### src/rtl/tl_pkg.sv
// Shared definitions for the timed traffic light controller:
// phase encoding, sensor bit positions and a printable phase-name helper.
package tl_pkg;

  // 3-bit phase encoding seen on the state output (111 is never driven)
  localparam logic [2:0] ST_RR = 3'b000;
  localparam logic [2:0] ST_GR = 3'b001;
  localparam logic [2:0] ST_LR = 3'b010;
  localparam logic [2:0] ST_YR = 3'b011;
  localparam logic [2:0] ST_RG = 3'b100;
  localparam logic [2:0] ST_RL = 3'b101;
  localparam logic [2:0] ST_RY = 3'b110;

  typedef enum logic [2:0] {
    S_RR = ST_RR,
    S_GR = ST_GR,
    S_LR = ST_LR,
    S_YR = ST_YR,
    S_RG = ST_RG,
    S_RL = ST_RL,
    S_RY = ST_RY
  } tl_state_t;

  // Sensor bit positions
  localparam int SNS_MAIN_THRU = 3;
  localparam int SNS_MAIN_LEFT = 2;
  localparam int SNS_SIDE_THRU = 1;
  localparam int SNS_SIDE_LEFT = 0;

  // Two-character ASCII name of a phase code, for messages
  function automatic logic [15:0] state_name(input logic [2:0] s);
    logic [15:0] n;
    case (s)
      ST_RR:   n = "RR";
      ST_GR:   n = "GR";
      ST_LR:   n = "LR";
      ST_YR:   n = "YR";
      ST_RG:   n = "RG";
      ST_RL:   n = "RL";
      ST_RY:   n = "RY";
      default: n = "??";
    endcase
    return n;
  endfunction

endpackage

### src/rtl/tl_rr_arbiter.sv
// Four-request round-robin arbiter. Search order is 3->2->1->0->3 starting
// at the pointer; the pointer moves to the bit after the winner only when
// the grant is taken (i_en high).
module tl_rr_arbiter
  import tl_pkg::*;
(
  input  logic       clk,
  input  logic       reset_n,
  input  logic [3:0] i_req,
  input  logic       i_en,
  output logic [3:0] o_grant
);

  logic [1:0] r_ptr;
  logic [1:0] w_idx;
  logic [1:0] w_gidx;
  logic       w_found;

  // Pick the first requester walking downward (with wrap) from the pointer
  always_comb begin
    o_grant = 4'b0000;
    w_found = 1'b0;
    w_gidx  = r_ptr;
    w_idx   = 2'd0;
    for (int k = 0; k < 4; k++) begin
      w_idx = r_ptr - 2'(k);
      if (!w_found && i_req[w_idx]) begin
        w_found = 1'b1;
        w_gidx  = w_idx;
      end
    end
    if (w_found) o_grant[w_gidx] = 1'b1;
  end

  // Advance the pointer past the winner when the grant is consumed
  always_ff @(posedge clk or negedge reset_n) begin
    if (!reset_n) begin
      r_ptr <= 2'(SNS_MAIN_THRU);
    end else if (i_en && w_found) begin
      r_ptr <= w_gidx - 2'd1;
    end
  end

endmodule

### src/rtl/traffic_light_controller_timed.sv
// Timed four-approach traffic light controller: min/max green, fixed
// yellow, all-red clearance with round-robin grant, and a freeze input.
module traffic_light_controller_timed
  import tl_pkg::*;
#(
  parameter int MIN_GREEN = 4,
  parameter int MAX_GREEN = 16,
  parameter int YELLOW    = 3,
  parameter int ALL_RED   = 2,
  parameter int TW        = 8
) (
  input  logic          clk,
  input  logic          reset_n,
  input  logic [3:0]    sensor,
  input  logic          hold,
  output logic [2:0]    state,
  output logic [TW-1:0] phase_cnt,
  output logic          phase_start
);

  // Last counter value of each timed window
  localparam logic [TW-1:0] L_MIN_LAST = TW'(MIN_GREEN - 1);
  localparam logic [TW-1:0] L_MAX_LAST = TW'(MAX_GREEN - 1);
  localparam logic [TW-1:0] L_YEL_LAST = TW'(YELLOW - 1);
  localparam logic [TW-1:0] L_AR_LAST  = TW'(ALL_RED - 1);

  tl_state_t     r_state;
  tl_state_t     w_next;
  logic [TW-1:0] r_cnt;
  logic          r_start;
  logic          w_exit;
  logic          w_grant_en;
  logic [3:0]    w_grant;

  // A green ends once min time is served and its own request has dropped
  // or someone else is waiting, or unconditionally at max time.
  function automatic logic green_done(input logic [3:0] s, input logic [1:0] b,
                                      input logic [TW-1:0] c);
    logic own;
    logic others;
    own    = s[b];
    others = |(s & ~(4'b0001 << b));
    return ((c >= L_MIN_LAST) && (!own || others)) || (c == L_MAX_LAST);
  endfunction

  tl_rr_arbiter u_arb (
    .clk     (clk),
    .reset_n (reset_n),
    .i_req   (sensor),
    .i_en    (w_grant_en),
    .o_grant (w_grant)
  );

  // Next-state decision; hold suppresses every transition and grant
  always_comb begin
    w_next     = r_state;
    w_exit     = 1'b0;
    w_grant_en = 1'b0;
    if (!hold) begin
      case (r_state)
        S_GR: if (green_done(sensor, 2'd3, r_cnt)) begin w_exit = 1'b1; w_next = S_YR; end
        S_LR: if (green_done(sensor, 2'd2, r_cnt)) begin w_exit = 1'b1; w_next = S_YR; end
        S_RG: if (green_done(sensor, 2'd1, r_cnt)) begin w_exit = 1'b1; w_next = S_RY; end
        S_RL: if (green_done(sensor, 2'd0, r_cnt)) begin w_exit = 1'b1; w_next = S_RY; end
        S_YR, S_RY: begin
          if (r_cnt == L_YEL_LAST) begin
            w_exit = 1'b1;
            w_next = S_RR;
          end
        end
        S_RR: begin
          if ((r_cnt >= L_AR_LAST) && (sensor != 4'b0000)) begin
            w_exit     = 1'b1;
            w_grant_en = 1'b1;
            case (w_grant)
              4'b1000: w_next = S_GR;
              4'b0100: w_next = S_LR;
              4'b0010: w_next = S_RG;
              default: w_next = S_RL;
            endcase
          end
        end
        default: begin
          w_exit = 1'b1;
          w_next = S_RR;
        end
      endcase
    end
  end

  // State, dwell counter and entry strobe; RR counter saturates while idle
  always_ff @(posedge clk or negedge reset_n) begin
    if (!reset_n) begin
      r_state <= S_RR;
      r_cnt   <= '0;
      r_start <= 1'b0;
    end else if (hold) begin
      r_start <= 1'b0;
    end else if (w_exit) begin
      r_state <= w_next;
      r_cnt   <= '0;
      r_start <= 1'b1;
    end else begin
      r_start <= 1'b0;
      if (!((r_state == S_RR) && (r_cnt >= L_AR_LAST))) begin
        r_cnt <= r_cnt + 1'b1;
      end
    end
  end

  assign state       = r_state;
  assign phase_cnt   = r_cnt;
  assign phase_start = r_start;

endmodule

### config.mk
export PLATFORM = sky130hd
export DESIGN_NAME = traffic_light_controller_timed
export DESIGN_NICKNAME = d
export VERILOG_FILES = /design/src/rtl/tl_pkg.sv /design/src/rtl/tl_rr_arbiter.sv /design/src/rtl/traffic_light_controller_timed.sv
export SDC_FILE = /design/constraint.sdc
export NUM_CORES = 1
export LEC_CHECK = 0
export CAP_MARGIN = 20
export CELL_PAD_IN_SITES_DETAIL_PLACEMENT = 1
export CELL_PAD_IN_SITES_GLOBAL_PLACEMENT = 1
export CORE_MARGIN = 3
export CORE_UTILIZATION = 40
export CTS_CLUSTER_SIZE = 16
export DETAILED_ROUTE_END_ITERATION = 16
export HOLD_SLACK_MARGIN = 0.03
export PLACE_DENSITY = 0.84
export SYNTH_ARGS = -nofsm -noshare
export SYNTH_HDL_FRONTEND = slang
export SYNTH_SLANG_ARGS = --single-unit
### constraint.sdc
create_clock -name clk -period 3.65 [get_ports clk]
set_input_delay 0.73 -clock clk [delete_from_list [all_inputs] [get_ports clk]]
set_output_delay 0.73 -clock clk [all_outputs]
set_load 0.01 [all_outputs]
==> impl_results.md, run 1 <==
* Status: completed
* Fmax achieved at 301.0 MHz
* Async SR Flop Fraction at 100.0%
* Area of the die at 0.003832 mm²
* Cell Rows at 19
* Post-DR wirelength/cell at 16.74 µm
* Vias/cell at 5.970
* Primary FF master, synth: dfrtp_1
* Worst R2R Setup Slack at 870 ps
* H-tree levels at 1
* Top cells by count, synth: inv_1, dfrtp_1, nor2_1
* Fin crit share at 91.01%
* Reg clk slew, reported paths at 90 ps
* Ports at 19
* Fillers at 341
* Sequential cell area at 352.8 µm²
* CP startpoint kind: input pin
* Number of diodes at 0
* RSZ-0062 raised after global routing: no
* Worst-Skew Late Latency at 300 ps
* Drt first pass iters at 4
* Routed Wire Length at 3381 µm
* Synthesized area per cell at 8.620 µm²
* Largest area contributor in the netlist: dfrtp_1
* Gpl congestion at 0.8905
* DRC at 0
* Number of port buffers at 18
* Mapped cell area at 0.001250 mm²
* # nets final at 176
* Top cells by area, synth: dfrtp_1, ha_1, inv_1
* Root Buffer: clkbuf_4
* Number of global-route vias before repair at 1198
* CTS tree: built
* Post-route minimum period at 3322 ps
* Yosys cell types at 49
* Final setup violating endpoints at 0
* CTS sink cnt at 14
* Final hold vios at 0
* First-pass GRT wire length at 5595 µm
* WHS Endpoint: u_arb.r_ptr[1]
* Worst slew pin tran at 753.4 ps
* Worst reg2reg endpoint: state[0]
* Layout area overhead at 19.62%
* Share of cells above drive strength 1 at 10.63%
* Cell depth of the worst hold path at 2
* Core area at 0.002877 mm²
* Worst Skew at 2.191 ps
* Critical path fanouts, max at 10
* Largest net degree at the start of global routing at 17
* Post-CTS Resized at 0
* DR vias at 1206
* WP data arrival at 3510 ps
* Setup CP Type: input pin to register
* Worst r2r path cells at 9
* Post-Syn Instances at 145
* Post-CTS Setup Inserts at 0
* Hold Startpoint: u_arb.r_ptr[1]
* Die H at 61.90 µm
* Max transition margin at 49.31%
* Routed Antenna Nets at 0
* Setup TNS Final at 0 ps
* Critical R2R Launch: u_arb.r_ptr[1]
* Antenna violations before repair at 0
* Maximum clock path buffer count at 2
* GR Util All Layers at 19.83%
* Post-synth EDFFs at 0
* Most frequent cell after synthesis: inv_1
* Post-Syn Nets at 160
* Crit path capture type: register
* Max Slew Vio Count at 0
* CTS Hold Bufs at 0
* Area of the multi-input gates at 802.0 µm²
* Hpwl dp at 2577 µm
* Synth top area share at 24.02%
* Worst min-delay path class: register to register
* Gr ovfl total at 0
* Synth Warn # at 0
* Peak VDD IR at 0.0002818 V
* Die width at 61.90 µm
* Worst endpoint required time at 3840 ps
* Post-synthesis sequential area ratio at 28.23%
* Leak at 0.5756 nW
* Effective utilization at floorplan at 43.45%
* Total CTS buffers at 3
* Core Util, Final at 51.98%
* PwrDens at 710.5 mW/mm²
* Initial DRC Count at 89
* Seq cells post-synth at 14
* Max Cap Viol at 0
## cells in the final DEF (no fill, tap or decap), drive strengths merged, types with 2 or more instances in the layout
cell type / count
clkdlybuf4s50: 18
inv: 15
dfrtp: 12
nor2: 10
nand2: 9
ha: 8
or3: 6
o22ai: 5
a21oi: 5
nor4b: 5
nor4: 5
nor3: 4
a41oi: 4
clkbuf: 4
o21ai: 3
nand2b: 3
nand3: 3
or4: 3
a31oi: 3
o22a: 2
nor3b: 2
xnor2: 2
xor2: 2
and2: 2
nand4: 2
o31ai: 2
buf: 2
dfstp: 2
a211oi: 2
## area by class of cell
class | instances | area share (%)
flip-flops and latches | 14 | 23.60
inverters | 15 | 3.766
repair buffers | 20 | 13.05
clock buffers | 4 | 2.427
multi-input cells | 107 | 53.64
well taps | 42 | 3.515
## critical path, cell delays in order
cell and delay, ps:
clkdlybuf4s50_1 560, nand2_1 150, o21ai_0 90, a222oi_1 590
inv_1 140, ha_1 250, or3_1 390, nor4_1 250
a211oi_1 90, mux2_4 270
## worst max-delay path by stage
stage / startpoint / to / slack, ps
finish: sensor[3] / state[0] / 330
global route: sensor[3] / state[0] / 40
CTS: sensor[3] / state[0] / 320
detailed placement: sensor[3] / state[0] / 9
global placement: sensor[3] / state[0] / 180
floorplan: sensor[3] / state[0] / 700
## power by group
part	switching [mW]	total, mW	internal [mW]
sequential	0.0981	0.310	0.212
clock	0.0590	0.120	0.0609
combinational	0.338	0.633	0.294
total	0.496	1.06	0.567
## sequential cells by signal, summed over array words and instances (netlist names)
register     cells
phase_start      1
phase_cnt        8
u_arb.r_ptr      2
state            3
## kinds of logic after synthesis
logic type / Yosys count / share of synthesized area [%]
and+or+nand+nor: 57 / 27.03
AOI/OAI and AO/OA: 37 / 25.13
xor gates and xnor gates: 4 / 2.803
buffers and inverters: 24 / 7.607
adders and majority gates: 8 / 8.008
DFF: 14 / 28.23
muxes: 1 / 1.201
## metrics by stage
stage          cells  worst slack (ps)  hold slack (ps)  cell area (µm²)  total power [mW]
2_1_floorplan    145             696.4            434.4             1250            0.7370
3_3_place_gp     198             178.7            529.5             1459            0.9146
3_5_place_dp     198             9.425            550.3             1459            0.9455
4_1_cts          202             320.8            563.7             1495             1.067
5_1_grt          202             44.56            577.9             1495             1.159
6_report         202             328.0            556.3             1495             1.062
## routing by layer
| layer | wire length [µm] | up-vias | GRT usage [%] |
|---|---|---|---|
| met2 | 1617 | 24 | 30.94 |
| met1 | 1622 | 601 | 27.95 |
| met4 | 53 | 0 | 7.879 |
| met3 | 87 | 5 | 2.273 |
| li1 | - | 576 | - |
| met5 | 0 | - | 0 |
Power figures use the tool's default switching activity.
==> run 2: changes to the inputs <==
SKIP_LAST_GASP = 1   (was not set)
clock period = 4 ns   (was 3.65 ns; I/O delays follow)
==> impl_results.md, run 2 (synthesized netlist as in run 1, its figures left out) <==
* Root Buffer: clkbuf_4
* Worst-path cell chain: clkdlybuf4s50_1 > nand2_1 > o21ai_0 > a222oi_1 > inv_1 > ha_1 > or3_1 > nor4_1 > a211oi_1 > mux2_4
* Status: completed
* Core Util, Final at 51.72%
* Effective utilization at floorplan at 43.45%
* Area of the die at 0.003832 mm²
* Max Cap Viol at 0
* Final hold vios at 0
* Antenna violations before repair at 0
* Most common cell after layout, fill and taps aside: clkdlybuf4s50_1
* Post-route minimum period at 3504 ps
* Core area at 0.002877 mm²
* Slowest cell on the critical path: a222oi_1
* Reg clk slew, reported paths at 90 ps
* Gr ovfl total at 0
* Crit path buffers/inverters at 2
* Maximum clock path buffer count at 2
* H-tree levels at 1
* Max reg flops at 8
* Post-place instance area at 0.001451 mm²
* Vias/cell at 6.050
* Max Slew Vio Count at 0
* CTS sink cnt at 14
* Critical path fanouts, max at 10
* Die width at 61.90 µm
* Cell Count, Final, Fillers Out at 201
* Placed cell count at 197
* Largest net degree at the start of global routing at 17
* RSZ-0062 raised after global routing: no
* Post-CTS Setup Inserts at 0
* WP data arrival at 3690 ps
* Number of global-route vias before repair at 1274
* Hpwl dp at 2570 µm
* Routed Wire Length at 3540 µm
* Total CTS buffers at 3
* Max transition margin at 50.11%
* Cell Rows at 19
* Clk pwr share at 11.2%
* Leak at 0.5708 nW
* PwrDens at 660.9 mW/mm²
* Setup TNS Final at 0 ps
* Fillers at 351
* Fin crit share at 87.60%
* CP max stage delay at 600 ps
* Finished Cell Area at 0.001488 mm²
* First-pass GRT wire length at 5927 µm
* Internal Pwr Total at 0.5179 mW
* Number of port buffers at 18
* GR Util All Layers at 20.84%
* DR vias at 1216
* Combinational power share at 59.7%
* Sw frac at 47.32%
* Worst-Skew Late Latency at 300 ps
* Gpl congestion at 0.8909
* Initial DRC Count at 101
* Switching Power at 0.4653 mW
* Fmax achieved at 285.4 MHz
* Post-DR wirelength/cell at 17.61 µm
* Setup CP Type: input pin to register
* Number of diodes at 0
* Routed Antenna Nets at 0
* Final setup violating endpoints at 0
* Worst min-delay path class: register to register
* DRC at 0
* # nets final at 175
* Worst slew pin tran at 741.6 ps
* Crit path capture type: register
* Share of cells above drive strength 1 at 10.06%
* Peak VDD IR at 0.0003087 V
* Worst endpoint required time at 4190 ps
* Drt first pass iters at 4
* Commonest cells after routing, fill and taps aside: clkdlybuf4s50_1, inv_1, dfrtp_1
* CTS tree: built
* Hold WS at 568.5 ps
* Ports at 19
* CTS Hold Bufs at 0
* Post-CTS Resized at 0
* CP startpoint kind: input pin
* Delay-heaviest family, CP: simple AND/OR/NAND/NOR gates
* Sequential power share at 29.1%
* Die H at 61.90 µm
* Layout area overhead at 19.02%
* Worst Skew at 8.254 ps
-- run 2: changes by cell type in the layout (fill, tap and decap cells not counted), sizes merged --
cell / change
buf: -1
-- run 2: power groups by stage --
stage / Combinational [mW] / Sequential, mW / Clock (mW)
floorplan: 0.422 / 0.251 / 0
global placement: 0.556 / 0.276 / 0
detailed placement: 0.581 / 0.287 / 0
CTS: 0.584 / 0.284 / 0.111
global route: 0.648 / 0.301 / 0.115
finish: 0.587 / 0.286 / 0.110
-- run 2: path summary, 6_finish.rpt --
path	start	end	slack, ps	depth (start not counted)
setup / recovery	sensor[3]	state[0]	500	10
hold / removal	u_arb.r_ptr[0]	u_arb.r_ptr[0]	570	2
setup reg to reg	u_arb.r_ptr[1]	state[0]	1130	9
hold reg to reg	u_arb.r_ptr[0]	u_arb.r_ptr[0]	570	2
max in group asynchronous	reset_n	phase_cnt[6]	2680	1
min in group asynchronous	reset_n	phase_cnt[4]	890	1
-- run 2: final cells by class --
cell class                      instances  area [µm²]  share of cell area, %
Multi-Input combinational cell        107       802.0                  53.91
Sequential cell                        14       352.8                  23.72
Timing Repair Buffer                   19       187.7                  12.62
Inverter                               15       56.30                  3.785
Tap cell                               42       52.55                  3.532
Clock buffer                            4       36.28                  2.439
-- run 2: per-layer routing --
| layer | part of all wire (%) | global-route usage [%] |
|---|---|---|
| met1 | 47 | 28.25 |
| met2 | 47 | 32.59 |
| met3 | 4.2 | 2.893 |
| met4 | 1.9 | 10.00 |
| met5 | 0 | 0 |
-- run 2: per-stage QoR --
step                worst slack [ps]  power (mW)
floorplan                      976.4      0.6725
global placement               463.5      0.8324
detailed placement             222.0      0.8671
CTS                            525.5      0.9795
global route                   293.5       1.063
finish                         495.9      0.9831
-- run 2: worst reg2reg max path, stage by stage, from the launching register on --
cell       delay (ps)
dfstp_2           600
inv_1              70
o2bb2ai_1         120
a222oi_1          510
inv_1             150
ha_1              260
or3_1             400
nor4_1            290
a211oi_1           90
mux2_4            270
